**src/rtl/pcie_phy_pkg.sv**
```systemverilog
// pcie_phy_pkg
//   Shared definitions for the PCIe PHY transmit path: mode encodings,
//   state encodings for the width down-converter, and helpers that turn a
//   mode field into the number of bytes to serialise.
package pcie_phy_pkg;

    localparam logic [1:0] MODE_1B = 2'b00;
    localparam logic [1:0] MODE_2B = 2'b01;
    localparam logic [1:0] MODE_4B = 2'b10;

    typedef enum logic {
        ST_EMPTY  = 1'b0,
        ST_STREAM = 1'b1
    } dc_state_t;

    // True when the mode asks for more bytes than the datapath carries.
    // Very large mode values are caught before the shift can overflow.
    function automatic logic mode_illegal(input int unsigned mode,
                                          input int unsigned max_bytes);
        if (mode >= 32'd31) return 1'b1;
        return ((32'd1 << mode) > max_bytes);
    endfunction

    // Active byte count for a mode, clamped to max_bytes for illegal modes.
    function automatic int unsigned bytes_for_mode(input int unsigned mode,
                                                   input int unsigned max_bytes);
        if (mode_illegal(mode, max_bytes)) return max_bytes;
        return (32'd1 << mode);
    endfunction

endpackage

```
**src/rtl/pcie_tx_width_downconv.sv**
```systemverilog
// pcie_tx_width_downconv
//   Serialises 1/2/4-byte words (with per-byte K flags) least-significant
//   byte first onto an 8-bit symbol stream, one byte per cycle, no bubble
//   between words.
//
// Ports
//   clk        rising-edge clock
//   reset_L    synchronous active-low reset
//   in_data    input word, byte i at [8i+7:8i]
//   in_k       K flag per input byte
//   in_mode    active width, bytes = 1 << in_mode (clamped to MAX_BYTES)
//   in_valid   input word valid
//   in_ready   block can accept a word this cycle
//   out_data   current output byte
//   out_k      K flag of current output byte
//   out_valid  out_data/out_k valid
//   out_ready  downstream accepts the byte this cycle
//   out_last   current byte is the last of its word
//   mode_err   one-cycle pulse after an illegal mode is accepted
//   busy       a word is being serialised (same as out_valid)
//
// Handshake: a transfer happens on a rising edge where valid && ready on
// the same side. valid never depends on ready; in_ready depends
// combinationally on out_ready so a new word can load on the edge that
// consumes the last byte of the current one.
module pcie_tx_width_downconv
    import pcie_phy_pkg::*;
#(
    parameter int MAX_BYTES = 4,
    parameter int MODE_W    = 2
) (
    input  logic                   clk,
    input  logic                   reset_L,
    input  logic [8*MAX_BYTES-1:0] in_data,
    input  logic [MAX_BYTES-1:0]   in_k,
    input  logic [MODE_W-1:0]      in_mode,
    input  logic                   in_valid,
    output logic                   in_ready,
    output logic [7:0]             out_data,
    output logic                   out_k,
    output logic                   out_valid,
    input  logic                   out_ready,
    output logic                   out_last,
    output logic                   mode_err,
    output logic                   busy
);

    localparam int CNT_W = $clog2(MAX_BYTES) + 1;

    dc_state_t              state_q, state_d;
    logic [8*MAX_BYTES-1:0] sh_data_q;
    logic [MAX_BYTES-1:0]   sh_k_q;
    logic [CNT_W-1:0]       cnt_q;
    logic                   mode_err_q;

    logic accept;
    logic consume;

    // All outputs come straight from registers (or a compare on one),
    // so nothing on in_* reaches out_* within a cycle.
    assign out_valid = (state_q == ST_STREAM);
    assign busy      = out_valid;
    assign out_data  = sh_data_q[7:0];
    assign out_k     = sh_k_q[0];
    assign out_last  = (cnt_q == CNT_W'(1));
    assign mode_err  = mode_err_q;

    assign in_ready = reset_L && (!out_valid || (out_ready && out_last));
    assign accept   = in_valid && in_ready;
    assign consume  = out_valid && out_ready;

    always_comb begin
        state_d = state_q;
        case (state_q)
            ST_EMPTY:  if (accept) state_d = ST_STREAM;
            ST_STREAM: if (consume && out_last) state_d = accept ? ST_STREAM : ST_EMPTY;
            default:   state_d = ST_EMPTY;
        endcase
    end

    always_ff @(posedge clk) begin
        if (!reset_L) begin
            state_q    <= ST_EMPTY;
            sh_data_q  <= '0;
            sh_k_q     <= '0;
            cnt_q      <= '0;
            mode_err_q <= 1'b0;
        end else begin
            state_q <= state_d;
            if (accept) begin
                // Accept implies any current word is on its last byte and
                // being consumed, so the load simply replaces it.
                sh_data_q  <= in_data;
                sh_k_q     <= in_k;
                cnt_q      <= CNT_W'(bytes_for_mode(32'(in_mode), MAX_BYTES));
                mode_err_q <= mode_illegal(32'(in_mode), MAX_BYTES);
            end else begin
                mode_err_q <= 1'b0;
                if (consume) begin
                    sh_data_q <= sh_data_q >> 8;
                    sh_k_q    <= sh_k_q >> 1;
                    cnt_q     <= cnt_q - CNT_W'(1);
                end
            end
        end
    end

endmodule
```
**config.mk**
```make
export PLATFORM = sky130hd
export DESIGN_NAME = pcie_tx_width_downconv
export DESIGN_NICKNAME = d
export VERILOG_FILES = /design/src/rtl/pcie_phy_pkg.sv /design/src/rtl/pcie_tx_width_downconv.sv
export SDC_FILE = /design/constraint.sdc
export NUM_CORES = 1
export LEC_CHECK = 0
export ABC_AREA = 1
export BUFFER_PORTS_ARGS = -buffer_cell sky130_fd_sc_hd__buf_2
export CORE_MARGIN = 3
export CORE_UTILIZATION = 35
export CTS_BUF_LIST = sky130_fd_sc_hd__clkbuf_4
export DETAILED_ROUTE_END_ITERATION = 8
export SLEW_MARGIN = 20
export SYNTH_ARGS = -nofsm -noshare
export SYNTH_HDL_FRONTEND = slang
export SYNTH_SLANG_ARGS = --single-unit
export TNS_END_PERCENT = 5
```
**constraint.sdc**
```tcl
create_clock -name clk -period 2.6 [get_ports clk]
set_input_delay 0 -clock clk [delete_from_list [all_inputs] [get_ports clk]]
set_output_delay 0 -clock clk [all_outputs]
set_load 0.01 [all_outputs]
```
==> metrics.csv, run 1 <==
metric,value,unit
fin_tns_setup,0,ns
status,completed,
wirelength,5655,um
gp_congestion,0.7846,
cts.sinks,41,
synthesis.area,0.002211,sq mm
synth_top_area_cell,dfxtp_1,
slew_headroom,0.6839,
areaGrowthSynthToFinish,18.73,%
seq_power_share,0.507,
grt_overflow,0,
dominantRegCellSynth,dfxtp_1,
met1_usage,0.2086,
drc,0,
rsz0062_at_grt,false,
hpwl,3614,um
ys_seq_area_frac,0.3713,
final_antenna_net_count,0,
p_comb_frac,0.197,
placed_area,0.002442,sq mm
antenna_found_initial,0,
start_util,0.3669,
final.setup_skew,0.01941,ns
row_count,28,
critPathSlowestCell,dlygate4sd3_1,
hold_path.class,in2reg,
internal_power,0.9734,mW
p_sw,0.3891,mW
rr_worst_depth,8,
die_w,85.48,um
grt_use_met2,0.2578,
yosysWarningCount,0,
clkPwrFrac,0.296,
synth-edff-count,0,
setup_viol,0,
die_area,0.007307,sq mm
ys_types,19,
nNetsFinal,422,
num-fill-cells,694,
vias,2217,
wl_per_cell,12.48,um
netlist_instances,335,
grt_start_max_net_pins,52,
ir_drop,218.4,uV
clk_latency,0.35,ns
design_area,0.002625,sq mm
fin_crit_sh,0.7531,
grt_first_pass_wirelength,9439,um
vias_per_cell,4.894,
synth_nets,379,
grt_pass1_vias,2077,
leakagePower,1.286,nW
end_kind,flip-flop,
clockBufferDepth,2,
start_kind,flip-flop,
crit_end,mode_err$_SDFF_PN0_,
max_cap_violations,0,
r2r_start,cnt_q[1]$_SDFFE_PN0P_,
hold_viol_final,0,
synth_area_leaders,"dfxtp_1 37%, nand2_1 15%, nand3_1 10%",
crit_chain,inv_1 > ha_1 > nand3_2 > nand2_1 > buf_4 > nand4_1 > nor2_1 > dlygate4sd3_1,
grt.total_usage,0.1588,
clk_pin_slew,0.13,ns
worst-path-max-fanout,30,
cts_root_buffer,clkbuf_4,
required,2.89,ns
coreArea,0.006026,sq mm
async_flop_share,0,
startpoint,cnt_q[1]$_SDFFE_PN0P_,
p_sw_frac,0.2856,
r2r_slack,0.64,ns
timing.final.crit_period,1.958,ns
drive_above_1_share,0.2011,
grt-busiest-layer,met2,
first_pass_iters,4,
final_common_cell,nand2_1,
yosysTopAreaCellShare,0.3713,
syn_area_per_cell,6.600,sq um
diodes,0,
io_pins,56,
drt_iter0_markers,147,
cpPeakStageDelay,0.55,ns
cp_data_arrival_time,2.25,ns
max_slew.worst_pin.slew,0.4742,ns
p_per_area,519.0,mW/mm^2
cts_htree_levels,2,
cts_tree,yes,
cts_buffers,5,
layout_common_cells,"90 x nand2_1, 55 x buf_2, 46 x nand3_1",
synth_seq_cells,41,
use_met3,0.04369,
reg2reg_to,mode_err$_SDFF_PN0_,
max_freq,510.7,MHz
numPortBuffers,55,
timing_worst_setup_path_type,reg2reg,
drv_slew,0,
die_h,85.48,um
[cell usage after synthesis, types with 3 or more instances]
cell type,number
a21oi_1,39
buf_2,12
buf_4,9
clkbuf_1,13
dfxtp_1,41
inv_1,33
inv_2,3
nand2_1,90
nand3_1,46
nand4_1,29
nor2_1,9
[worst min path at each step]
stage                 from                          to  slack (ns)  cells past startpoint
2_1_floorplan   in_mode[0]         mode_err$_SDFF_PN0_        0.13                      2
4_1_cts         in_data[6]   sh_data_q[6]$_SDFFE_PN0P_       0.002                      5
5_1_grt        in_data[13]  sh_data_q[13]$_SDFFE_PN0P_      0.0008                      5
3_5_place_dp    in_mode[0]         mode_err$_SDFF_PN0_        0.26                      3
3_3_place_gp    in_mode[0]         mode_err$_SDFF_PN0_        0.26                      3
6_report        in_data[6]   sh_data_q[6]$_SDFFE_PN0P_       0.005                      5
[state kept, by name, summed over array words and instances, names as in the netlist]
name       cells
busy           1
cnt_q          3
mode_err       1
sh_data_q     32
sh_k_q         4
[logic make-up (layout without fill, tap and decap cells)]
family	after synthesis	count (layout)	share of synthesized area
flops	41	41	0.3713
compound gates	41	41	0.09451
xor+xnor	1	1	0.003962
fa+ha+maj	2	2	0.01132
buf+inv	73	116	0.1528
simple gates	177	177	0.3662
[final cells by class]
| class | count | area, sq um | share of cell area |
|---|---|---|---|
| Clock inverter | 2 | 35.03 | 0.01335 |
| Sequential cell | 41 | 820.8 | 0.3127 |
| Inverter | 36 | 135.1 | 0.05148 |
| Multi-Input combinational cell | 221 | 1052 | 0.4009 |
| Tap cell | 75 | 93.84 | 0.03575 |
| Timing Repair Buffer | 73 | 450.4 | 0.1716 |
| Clock buffer | 5 | 37.54 | 0.01430 |
[worst max-delay path: cells and delay by family (launching register included)]
kind / cells / cell delay, ns
simple gates: 4 / 0.47
fa+ha+maj: 1 / 0.18
buf+inv: 3 / 0.94
flops: 1 / 0.33
[routing by layer]
| metal | part of all wire | vias to the layer above |
|---|---|---|
| met5 | 0 | - |
| met4 | 0.011 | 0 |
| met3 | 0.054 | 5 |
| met2 | 0.45 | 50 |
| met1 | 0.48 | 989 |
| li1 | - | 1173 |
[power by group through the flow]
stage               Sequential [mW]  Combinational [mW]  Clock [mW]
floorplan                     0.702               0.187           0
global placement              0.704               0.253           0
detailed placement            0.705               0.258           0
CTS                           0.691               0.270       0.413
global route                  0.697               0.304       0.440
finish                        0.691               0.268       0.404
[through the flow]
step / total power, mW / std cells / hold slack (ns) / setup slack (ns) / utilization
floorplan: 0.8891 / 335 / 0.1346 / 1.239 / -
global placement: 0.9575 / 435 / 0.2606 / 0.8781 / 0.4053
detailed placement: 0.9633 / 435 / 0.2603 / 0.7964 / 0.4053
CTS: 1.374 / 453 / 0.002065 / 0.6372 / 0.4356
global route: 1.442 / 453 / 0.0008404 / 0.4507 / 0.4356
finish: 1.362 / 453 / 0.005080 / 0.6419 / 0.4356
[repair_timing]
action / CTS / global route
hold buffers: 11 / 0
gates resized for setup: 0 / 0
setup buffers: 0 / 0
endpoints found under the hold margin: 10 / 0
Note: power is estimated with default switching activity, not from simulation.
==> run 2, diff against run 1 <==
--- a/config.mk
+++ b/config.mk
@@ -5,7 +5,7 @@
 export SDC_FILE = /design/constraint.sdc
 export NUM_CORES = 1
 export LEC_CHECK = 0
-export ABC_AREA = 1
+export ABC_AREA = 0
 export BUFFER_PORTS_ARGS = -buffer_cell sky130_fd_sc_hd__buf_2
 export CORE_MARGIN = 3
 export CORE_UTILIZATION = 35
==> constraint.sdc (replaced) <==
create_clock -name clk -period 1.8 [get_ports clk]
set_input_delay 0 -clock clk [delete_from_list [all_inputs] [get_ports clk]]
set_output_delay 0 -clock clk [all_outputs]
set_load 0.01 [all_outputs]
==> metrics.csv, run 2 <==
metric,value,unit,change
status,completed,,unchanged
ys_types,30,,was 19
synth_nets,296,,was 379
seq_power_share,0.548,,was 0.507
r2r_start,cnt_q[1]$_SDFFE_PN0P_,,unchanged
yosysWarningCount,0,,unchanged
gp_congestion,0.7617,,was 0.7846
regMostFlops,sh_data_q,,unchanged
p_per_area,632.9,mW/mm^2,was 519.0 mW/mm^2
max_cap_violations,0,,unchanged
leakagePower,1.623,nW,was 1.286 nW
async_flop_share,0,,unchanged
cts_root_buffer,clkbuf_4,,unchanged
internal_power,1.345,mW,was 0.9734 mW
cts_hold_buf,40,,was 11
rr_worst_depth,6,,was 8
cts_buffers,5,,unchanged
synth_seq_cells,41,,unchanged
syn_area_per_cell,8.858,sq um,was 6.600 sq um
max_slew.worst_pin.slew,0.4577,ns,was 0.4742 ns
post_cts_resized,0,,unchanged
p_sw_frac,0.2749,,was 0.2856
ys_seq_area_frac,0.3677,,was 0.3713
fin_cells,406,,was 453
register_area,822.0,sq um,was 820.8 sq um
final_antenna_net_count,0,,unchanged
cpPeakStageDelay,0.40,ns,was 0.55 ns
dp_cells,358,,was 435
first_pass_iters,4,,unchanged
clk_pin_slew,0.12,ns,was 0.13 ns
p_sw,0.5098,mW,was 0.3891 mW
final.setup_skew,0.01242,ns,was 0.01941 ns
timing_worst_setup_path_type,reg2reg,,unchanged
die_area,0.007372,sq mm,was 0.007307 sq mm
dominantRegCellSynth,dfxtp_1,,unchanged
critPathSlowestCell,buf_4,,was dlygate4sd3_1
cts.sinks,41,,unchanged
clk_latency,0.34,ns,was 0.35 ns
timing.final.crit_period,1.610,ns,was 1.958 ns
max_freq,621.1,MHz,was 510.7 MHz
hold_path.class,in2reg,,unchanged
wl_met1,2575,um,was 2726 um
fin_tns_setup,0,ns,unchanged
row_count,28,,unchanged
setup_viol,0,,unchanged
synth_area_leaders,"dfxtp_1 37%, mux2i_1 13%, and3_1 9.8%",,"was dfxtp_1 37%, nand2_1 15%, nand3_1 10%"
synth_top_area_cell,dfxtp_1,,unchanged
end_kind,flip-flop,,unchanged
drt_iter0_markers,63,,was 147
fin_crit_sh,0.8944,,was 0.7531
crit_chain,inv_1 > ha_1 > nand3b_4 > a21o_2 > buf_4 > mux2i_1,,was inv_1 > ha_1 > nand3_2 > nand2_1 > buf_4 > nand4_1 > nor2_1 > dlygate4sd3_1
start_kind,flip-flop,,unchanged
wl_met3,176,um,was 307 um
grt_overflow,0,,unchanged
coreArea,0.006061,sq mm,was 0.006026 sq mm
top_layer_used,met4,,unchanged
worst-path-max-fanout,27,,was 30
largest_reg_flops,32,,unchanged
p_comb_frac,0.218,,was 0.197
drv_slew,0,,unchanged
areaGrowthSynthToFinish,31.28,%,was 18.73%
vias_per_cell,4.645,,was 4.894
synth_common_cells,"41 x dfxtp_1, 35 x and3_1, 30 x inv_1",,"was 90 x nand2_1, 46 x nand3_1, 41 x dfxtp_1"
synth-edff-count,0,,unchanged
rsz0062_at_grt,false,,unchanged
synthesis.area,0.002232,sq mm,was 0.002211 sq mm
slew_headroom,0.6949,,was 0.6839
netlist_instances,252,,was 335
numPortBuffers,55,,unchanged
wl_met2,2223,um,was 2558 um
whs_path_depth,3,,was 5
grt.total_usage,0.1387,,was 0.1588
cts_htree_levels,2,,unchanged
die_h,85.86,um,was 85.48 um
ir_drop,332.1,uV,was 218.4 uV
vias,1886,,was 2217
layout_common_cells,"55 x buf_2, 40 x dfxtp_1, 40 x dlygate4sd3_1",,"was 90 x nand2_1, 55 x buf_2, 46 x nand3_1"
num-fill-cells,611,,was 694
cp_data_arrival_time,1.88,ns,was 2.25 ns
diodes,0,,unchanged
antenna_found_initial,0,,unchanged
hold_ws,0.09827,ns,was 0.005080 ns
clkPwrFrac,0.234,,was 0.296
yosysTopAreaCellShare,0.3677,,was 0.3713
nNetsFinal,374,,was 422
hold_viol_final,0,,unchanged
cts_tree,yes,,unchanged
die_w,85.86,um,was 85.48 um
biggestRegsByFlops,"sh_data_q: 32 flops, sh_k_q: 4 flops, cnt_q: 3 flops",,unchanged
place_ws,0.2151,ns,was 0.7964 ns
grt_first_pass_wirelength,8342,um,was 9439 um
clockBufferDepth,2,,unchanged
wl_per_cell,12.36,um,was 12.48 um
drive_above_1_share,0.2447,,was 0.2011
hpwl,3159,um,was 3614 um
hp-start,reset_L,,was in_data[6]
required,2.07,ns,was 2.89 ns
grt_pass1_vias,1821,,was 2077
multi_input_area,0.001131,sq mm,was 0.001052 sq mm
start_util,0.3683,,was 0.3669
drc,0,,unchanged
grt_start_max_net_pins,37,,was 52
wirelength,5017,um,was 5655 um
fin_ws,0.1900,ns,was 0.6419 ns
startpoint,cnt_q[1]$_SDFFE_PN0P_,,unchanged
final_common_cell,buf_2,,was nand2_1
io_pins,56,,unchanged
cts_setup_buffers,0,,unchanged
yosysMostFrequentCell,dfxtp_1,,was nand2_1
==> run 2: final cells by class <==
cell class                 instances  share of cell area
tap                               75             0.03202
sequential                        41              0.2805
multi-input combinational        151              0.3860
clock buffer                       5             0.01281
inverter                          30             0.03843
clock inverter                     3            0.004270
timing repair buffer             101              0.2459
==> run 2: routing by layer <==
layer	GRT usage	vias up
li1	-	1014
met1	0.1915	828
met2	0.2200	39
met3	0.02690	5
met4	0.03885	0
met5	0	-
==> run 2: cell families (layout without fill, tap and decap cells) <==
group,count (synthesis),in the layout,share of synthesized area
flip-flops,41,41,0.3677
AND/OR/NAND/NOR,46,46,0.1301
buffers and inverters,60,139,0.1261
multiplexers,38,38,0.1755
XOR/XNOR,1,1,0.003924
AO/OA/AOI/OAI,64,64,0.1855
adder cells (fa/ha/maj),2,2,0.01121
==> run 2: worst max-delay path, delay by kind of cell, from the launching register on <==
family / cells / cell delay [ns]
AND/OR/NAND/NOR: 1 / 0.11
AO/OA/AOI/OAI: 1 / 0.15
multiplexers: 1 / 0.26
flip-flops: 1 / 0.35
buffers and inverters: 2 / 0.46
adder cells (fa/ha/maj): 1 / 0.21
==> run 2: per-stage QoR <==
stage / utilization / area [sq um] / power [mW]
2_1_floorplan: - / 2232 / 1.279
3_3_place_gp: 0.4092 / 2480 / 1.369
3_5_place_dp: 0.4092 / 2480 / 1.374
4_1_cts: 0.4835 / 2930 / 1.890
5_1_grt: 0.4835 / 2930 / 1.973
6_report: 0.4835 / 2930 / 1.855
==> run 2: path summary, 6_finish.rpt <==
| path | endpoint | slack, ns |
|---|---|---|
| worst max-delay path | sh_data_q[0]$_SDFFE_PN0P_ | 0.19 |
| worst min register to register | busy$_SDFF_PN0_ | 0.60 |
| worst min-delay path | sh_data_q[16]$_SDFFE_PN0P_ | 0.1 |
| worst max register to register | sh_data_q[0]$_SDFFE_PN0P_ | 0.19 |
==> run 2: power by group through the flow <==
stage          combinational, mW  clock [mW]  sequential [mW]
6_report                   0.403       0.434             1.02
5_1_grt                    0.451       0.496             1.03
2_1_floorplan              0.255           0             1.02
3_3_place_gp               0.333           0             1.04
3_5_place_dp               0.338           0             1.04
4_1_cts                    0.405       0.468             1.02
